`src/rtl/mem_port_arbiter.sv`:
```
// mem_port_arbiter
//   Two-requester arbiter for a single synchronous memory port. Requesters A
//   and B are granted combinationally in the cycle they ask. Ties alternate
//   on a last-grant pointer. B may lock the port for a burst of up to
//   MAX_BURST consecutive grants; after that, a waiting A is served.
//   Read data returns one cycle after the grant with a single-cycle valid
//   pulse to the requester that issued the read.
//
// Ports
//   clk, rst                       clock, asynchronous active-high reset
//   a_req/a_we/a_addr/a_din        requester A command (held until granted)
//   b_req/b_we/b_addr/b_din/b_lock requester B command, b_lock = burst ownership
//   a_gnt, b_gnt                   same-cycle grant (never both)
//   a_valid/a_dout, b_valid/b_dout read return, dout is 0 when valid is 0
//   mem_en/mem_we/mem_addr/mem_din memory command, all 0 when nothing granted
//   mem_dout                       memory read data, one cycle after command
module mem_port_arbiter #(
    parameter int ADDR_W    = 12,
    parameter int MAX_BURST = 8
) (
    input  logic              clk,
    input  logic              rst,
    input  logic              a_req,
    input  logic              b_req,
    input  logic [3:0]        a_we,
    input  logic [3:0]        b_we,
    input  logic [ADDR_W-1:0] a_addr,
    input  logic [ADDR_W-1:0] b_addr,
    input  logic [31:0]       a_din,
    input  logic [31:0]       b_din,
    input  logic              b_lock,
    output logic              a_gnt,
    output logic              b_gnt,
    output logic              a_valid,
    output logic              b_valid,
    output logic [31:0]       a_dout,
    output logic [31:0]       b_dout,
    output logic              mem_en,
    output logic [3:0]        mem_we,
    output logic [ADDR_W-1:0] mem_addr,
    output logic [31:0]       mem_din,
    input  logic [31:0]       mem_dout
);

    localparam int CNT_W = $clog2(MAX_BURST) + 1;
    localparam logic [CNT_W-1:0] CNT_MAX = CNT_W'(MAX_BURST);

    typedef enum logic {IDLE, B_BURST} state_t;

    state_t           state;
    logic             last_b;     // 1: B was granted most recently
    logic [CNT_W-1:0] burst_cnt;
    logic             a_vld_p0;
    logic             b_vld_p0;

    function automatic logic [CNT_W-1:0] sat_inc(input logic [CNT_W-1:0] v);
        if (v >= CNT_MAX)
            return CNT_MAX;
        return v + 1'b1;
    endfunction

    // Grant decision. Grants are forced low while reset is asserted so a
    // reset arriving mid-cycle also withdraws the memory command.
    always_comb begin
        a_gnt = 1'b0;
        b_gnt = 1'b0;
        if (!rst) begin
            if (state == B_BURST && b_req && b_lock) begin
                // Locked burst: B keeps the port until the counter has
                // saturated and A is actually waiting.
                if (burst_cnt < CNT_MAX || !a_req)
                    b_gnt = 1'b1;
                else
                    a_gnt = 1'b1;
            end else if (a_req && b_req) begin
                a_gnt = last_b;
                b_gnt = !last_b;
            end else begin
                a_gnt = a_req;
                b_gnt = b_req;
            end
        end
    end

    always_comb begin
        mem_we   = '0;
        mem_addr = '0;
        mem_din  = '0;
        if (a_gnt) begin
            mem_we   = a_we;
            mem_addr = a_addr;
            mem_din  = a_din;
        end else if (b_gnt) begin
            mem_we   = b_we;
            mem_addr = b_addr;
            mem_din  = b_din;
        end
    end

    assign mem_en = a_gnt | b_gnt;

    always_ff @(posedge clk or posedge rst) begin
        if (rst) begin
            state     <= IDLE;
            last_b    <= 1'b1;
            burst_cnt <= '0;
            a_vld_p0  <= 1'b0;
            b_vld_p0  <= 1'b0;
        end else begin
            if (a_gnt || b_gnt)
                last_b <= b_gnt;
            // Only a locked grant to B keeps (or starts) ownership; every
            // other outcome, including A's forced turn, ends the burst.
            if (b_gnt && b_lock) begin
                state     <= B_BURST;
                burst_cnt <= (state == IDLE) ? CNT_W'(1) : sat_inc(burst_cnt);
            end else begin
                state     <= IDLE;
                burst_cnt <= '0;
            end
            // stage p0: read grant -> valid aligned with mem_dout
            a_vld_p0 <= a_gnt && (a_we == 4'b0000);
            b_vld_p0 <= b_gnt && (b_we == 4'b0000);
        end
    end

    assign a_valid = a_vld_p0;
    assign b_valid = b_vld_p0;
    assign a_dout  = a_vld_p0 ? mem_dout : 32'h0;
    assign b_dout  = b_vld_p0 ? mem_dout : 32'h0;

endmodule

```
`config.mk`:
```
export PLATFORM = sky130hd
export DESIGN_NAME = mem_port_arbiter
export DESIGN_NICKNAME = d
export VERILOG_FILES = /design/src/rtl/mem_port_arbiter.sv
export SDC_FILE = /design/constraint.sdc
export NUM_CORES = 1
export LEC_CHECK = 0
export BUFFER_PORTS_ARGS = -buffer_cell sky130_fd_sc_hd__buf_2
export CORE_AREA = 2 2 96 98
export DETAILED_ROUTE_END_ITERATION = 12
export DIE_AREA = 0 0 98 100
export GPL_TIMING_DRIVEN = 0
export PLACE_DENSITY = 0.51
export SLEW_MARGIN = 20
export SYNTH_ARGS = -nofsm -noshare
export SYNTH_HDL_FRONTEND = slang
export SYNTH_SLANG_ARGS = --single-unit
```
`constraint.sdc`:
```
create_clock -name clk -period 1.44 [get_ports clk]
set_input_delay 0.144 -clock clk [delete_from_list [all_inputs] [get_ports clk]]
set_output_delay 0.144 -clock clk [all_outputs]
set_load 0.005 [all_outputs]
```
==> run metrics <==
status=finished, violations left; failing checks=negative setup slack; DR iter-0 viols=31; CP Launch Type=register; initial antenna violation count=0; unrepaired setup endpoints after global routing=yes; Seq/Total Area, Yosys=0.149; Post-Syn Area=0.00135 mm²; crit path DAT=1.73 ns; detailed-router iteration count before antenna repair=4; dpl hpwl=6490 µm; post-route setup slack=-0.437 ns; clk buf depth=2; Tot Pwr=around 0.0012 W; Routed WL=7570 µm; P_sw=0.000380 W; clock power share=0.237; met3 Usage GRT=0.0320; Peak VDD IR=about 0.28 mV; global-route wire length before repair=11200 µm; distinct cell type count after synthesis=24; Root Buffer=clkbuf_8; I/O Buffers=249; max_slew headroom=0.748; P&R area growth vs syn=129%; Antenna Cells=0; die span in x=98 µm; Slew @ Worst Pin=0.378 ns; Layout Utilization=0.348; Placeable Area=0.00889 mm²; Max Clock Freq=533 MHz; met2 global-route usage=0.254; Pins Over Slew Limit=0; # fillers=977; Pint=approximately 0.00084 W; Gate power share=0.563; total global-route track usage=0.140; worst-skew pair later-pin latency=0.23 ns; Gate Count Post-Synth=roughly 170; Placer Congestion=roughly 0.77; crit path from=last_b; power per cell area=394 mW/mm²; clock sinks=8; syn_area_per_cell=8.04 µm²; min cycle time layout=approximately 1.9 ns; CP endpoint kind=output pin; gr ovfl total=0; hold path startpoint=b_we[0]; share of cells above drive strength 1=0.674; Layout Nets=between 500 and 600; cell row count=35; syn_nets=roughly 300; HP Class=in -> reg; met1 Track Usage GR=0.175; worst r2r src=last_b; I/O pin total=250; Final ANT Viol Nets=0; Clock Skews=0.00125 ns; Seq pwr share=0.200; max cap viols=0; CP max FO=10; Sw Ratio=0.312; CTS tree=done; Final Hold Vio Count=0; CP Data Required Time=1.30 ns; die height=100 µm; grt peak-use layer=met2; largest net degree at the start of global routing=11; Starting Density=0.152; total clock buffers created by CTS=3; via/cell ratio=4.31; Routed WL per cell=13.8 µm; H-tree lvl count=1; routed via count=2373; DRC=0; hold slack=0.221 ns; Die Footprint=0.00980 mm²; crit share post-route=1.30; Setup CP Type=reg -> out; Leak=1.93 nW; number of global-route vias before repair=2225; Seq cells post-synth=8; Worst-path clk slew=0.04 ns; Yosys Warn Count=0; # setup viols final=52
[through the flow]
step	instance area, µm²	cells	setup TNS (ns)	setup slack [ns]
final	3090	550	-19.11	-0.437
after global routing	3090	550	-23.98	-0.515
after CTS	3030	547	-21.90	-0.481
after detailed placement	2760	528	-16.58	-0.389
after global placement	2760	528	-15.99	-0.382
after floorplan	1380	168	-0.357	-0.00835
[power by group through the flow]
stage | registers, W | logic [W] | clock network (W)
detailed placement | 0.000250 | 0.000586 | 0
CTS | 0.000243 | 0.000675 | 0.000301
global placement | 0.000250 | 0.000579 | 0
finish | 0.000244 | 0.000687 | 0.000288
floorplan | 0.000248 | 0.000236 | 0
global route | 0.000246 | 0.000752 | 0.000327
[cells in the final DEF, fill, tap and decap left out, drive strengths merged, types with 2 or more instances in the layout]
master	synthesis	routed
inv	4	4
buf	10	276
a21oi	2	2
a22o	48	48
and2	67	67
a31oi	2	2
dfrtp	7	7
nor4	5	5
ha	2	2
clkbuf	6	10
nor2	3	3
nand2b	2	2
[routing by layer]
metal	wire (µm)	vias up
met1	3090	1063
met3	692	6
met5	0	-
met4	31	0
met2	3750	151
li1	-	1153
[final cells by class]
class | instances | area, µm² | area share
flip-flops and latches | 8 | 204 | 0.0659
inverters | 4 | 15.0 | 0.00485
clock buffers | 4 | 45.0 | 0.0146
repair buffers | 267 | 1460 | 0.473
well taps | 111 | 139 | 0.0449
multi-input cells | 140 | 1060 | 0.343
plain buffers | 16 | 165 | 0.0534
[registers in the layout, summed over array words and instances, names as in the netlist]
name	cells
burst_cnt	4
a_valid	1
b_valid	1
last_b	1
state	1
[Yosys cell counts]
| cell type | count | area, µm² |
|---|---|---|
| clkbuf_1 | 6 | 22.5 |
| buf_2 | 5 | 25.0 |
| dfstp_2 | 1 | 26.3 |
| and3_1 | 1 | 6.26 |
| a21oi_1 | 2 | 10.0 |
| a31oi_2 | 1 | 12.5 |
| a22o_1 | 48 | 420 |
| nand2b_1 | 2 | 12.5 |
| and2_1 | 67 | 419 |
| dfrtp_1 | 7 | 175 |
| nor2_1 | 3 | 11.3 |
| nor4_1 | 5 | 31.3 |
| ha_1 | 2 | 25.0 |
| xnor2_1 | 1 | 8.76 |
| inv_1 | 4 | 15.0 |
| a311oi_4 | 1 | 26.3 |
| a31oi_1 | 1 | 6.26 |
| a21bo_2 | 1 | 10.0 |
| and4_1 | 1 | 8.76 |
| buf_6 | 5 | 56.3 |
| nand3_1 | 1 | 5.00 |
| o21ai_0 | 1 | 5.00 |
| nand2_2 | 1 | 6.26 |
| nor3_1 | 1 | 5.00 |
[kinds of logic (layout without fill, tap and decap cells)]
family	Yosys count	count (layout)	synth area share
AND/OR/NAND/NOR	82	82	0.374
XOR/XNOR	1	1	0.00649
adder cells (fa/ha/maj)	2	2	0.0185
AO/OA/AOI/OAI	55	55	0.363
buffers and inverters	20	291	0.0880
flip-flops	8	8	0.149
[worst max-delay path: stages (launching register included)]
cell,delay [ns]
dfstp_2,0.52
a21bo_4,0.23
a31oi_4,0.16
buf_6,0.16
buf_8,0.13
a22o_1,0.17
buf_2,0.12
[worst paths after layout]
kind	end	slack, ns	cells after the start
worst max-delay path	mem_din[0]	-0.44	6
worst min-delay path	b_valid	0.22	3
worst max register to register	a_valid	-0.07	7
worst min register to register	burst_cnt[2]	0.58	2
max in group asynchronous	last_b	0.67	3
min in group asynchronous	burst_cnt[2]	0.46	3
[what timing repair did]
item | 4_1_cts | 5_1_grt
setup buffers | 13 | 3
hold endpoints to repair | 7 | 0
endpoints found under the setup margin | 75 | 84
gates resized for setup | 21 | 18
hold buffers | 1 | 0
cloned | 1 | 0
pin swaps | 9 | 3
No activity file was read; power rests on OpenSTA's default activity.
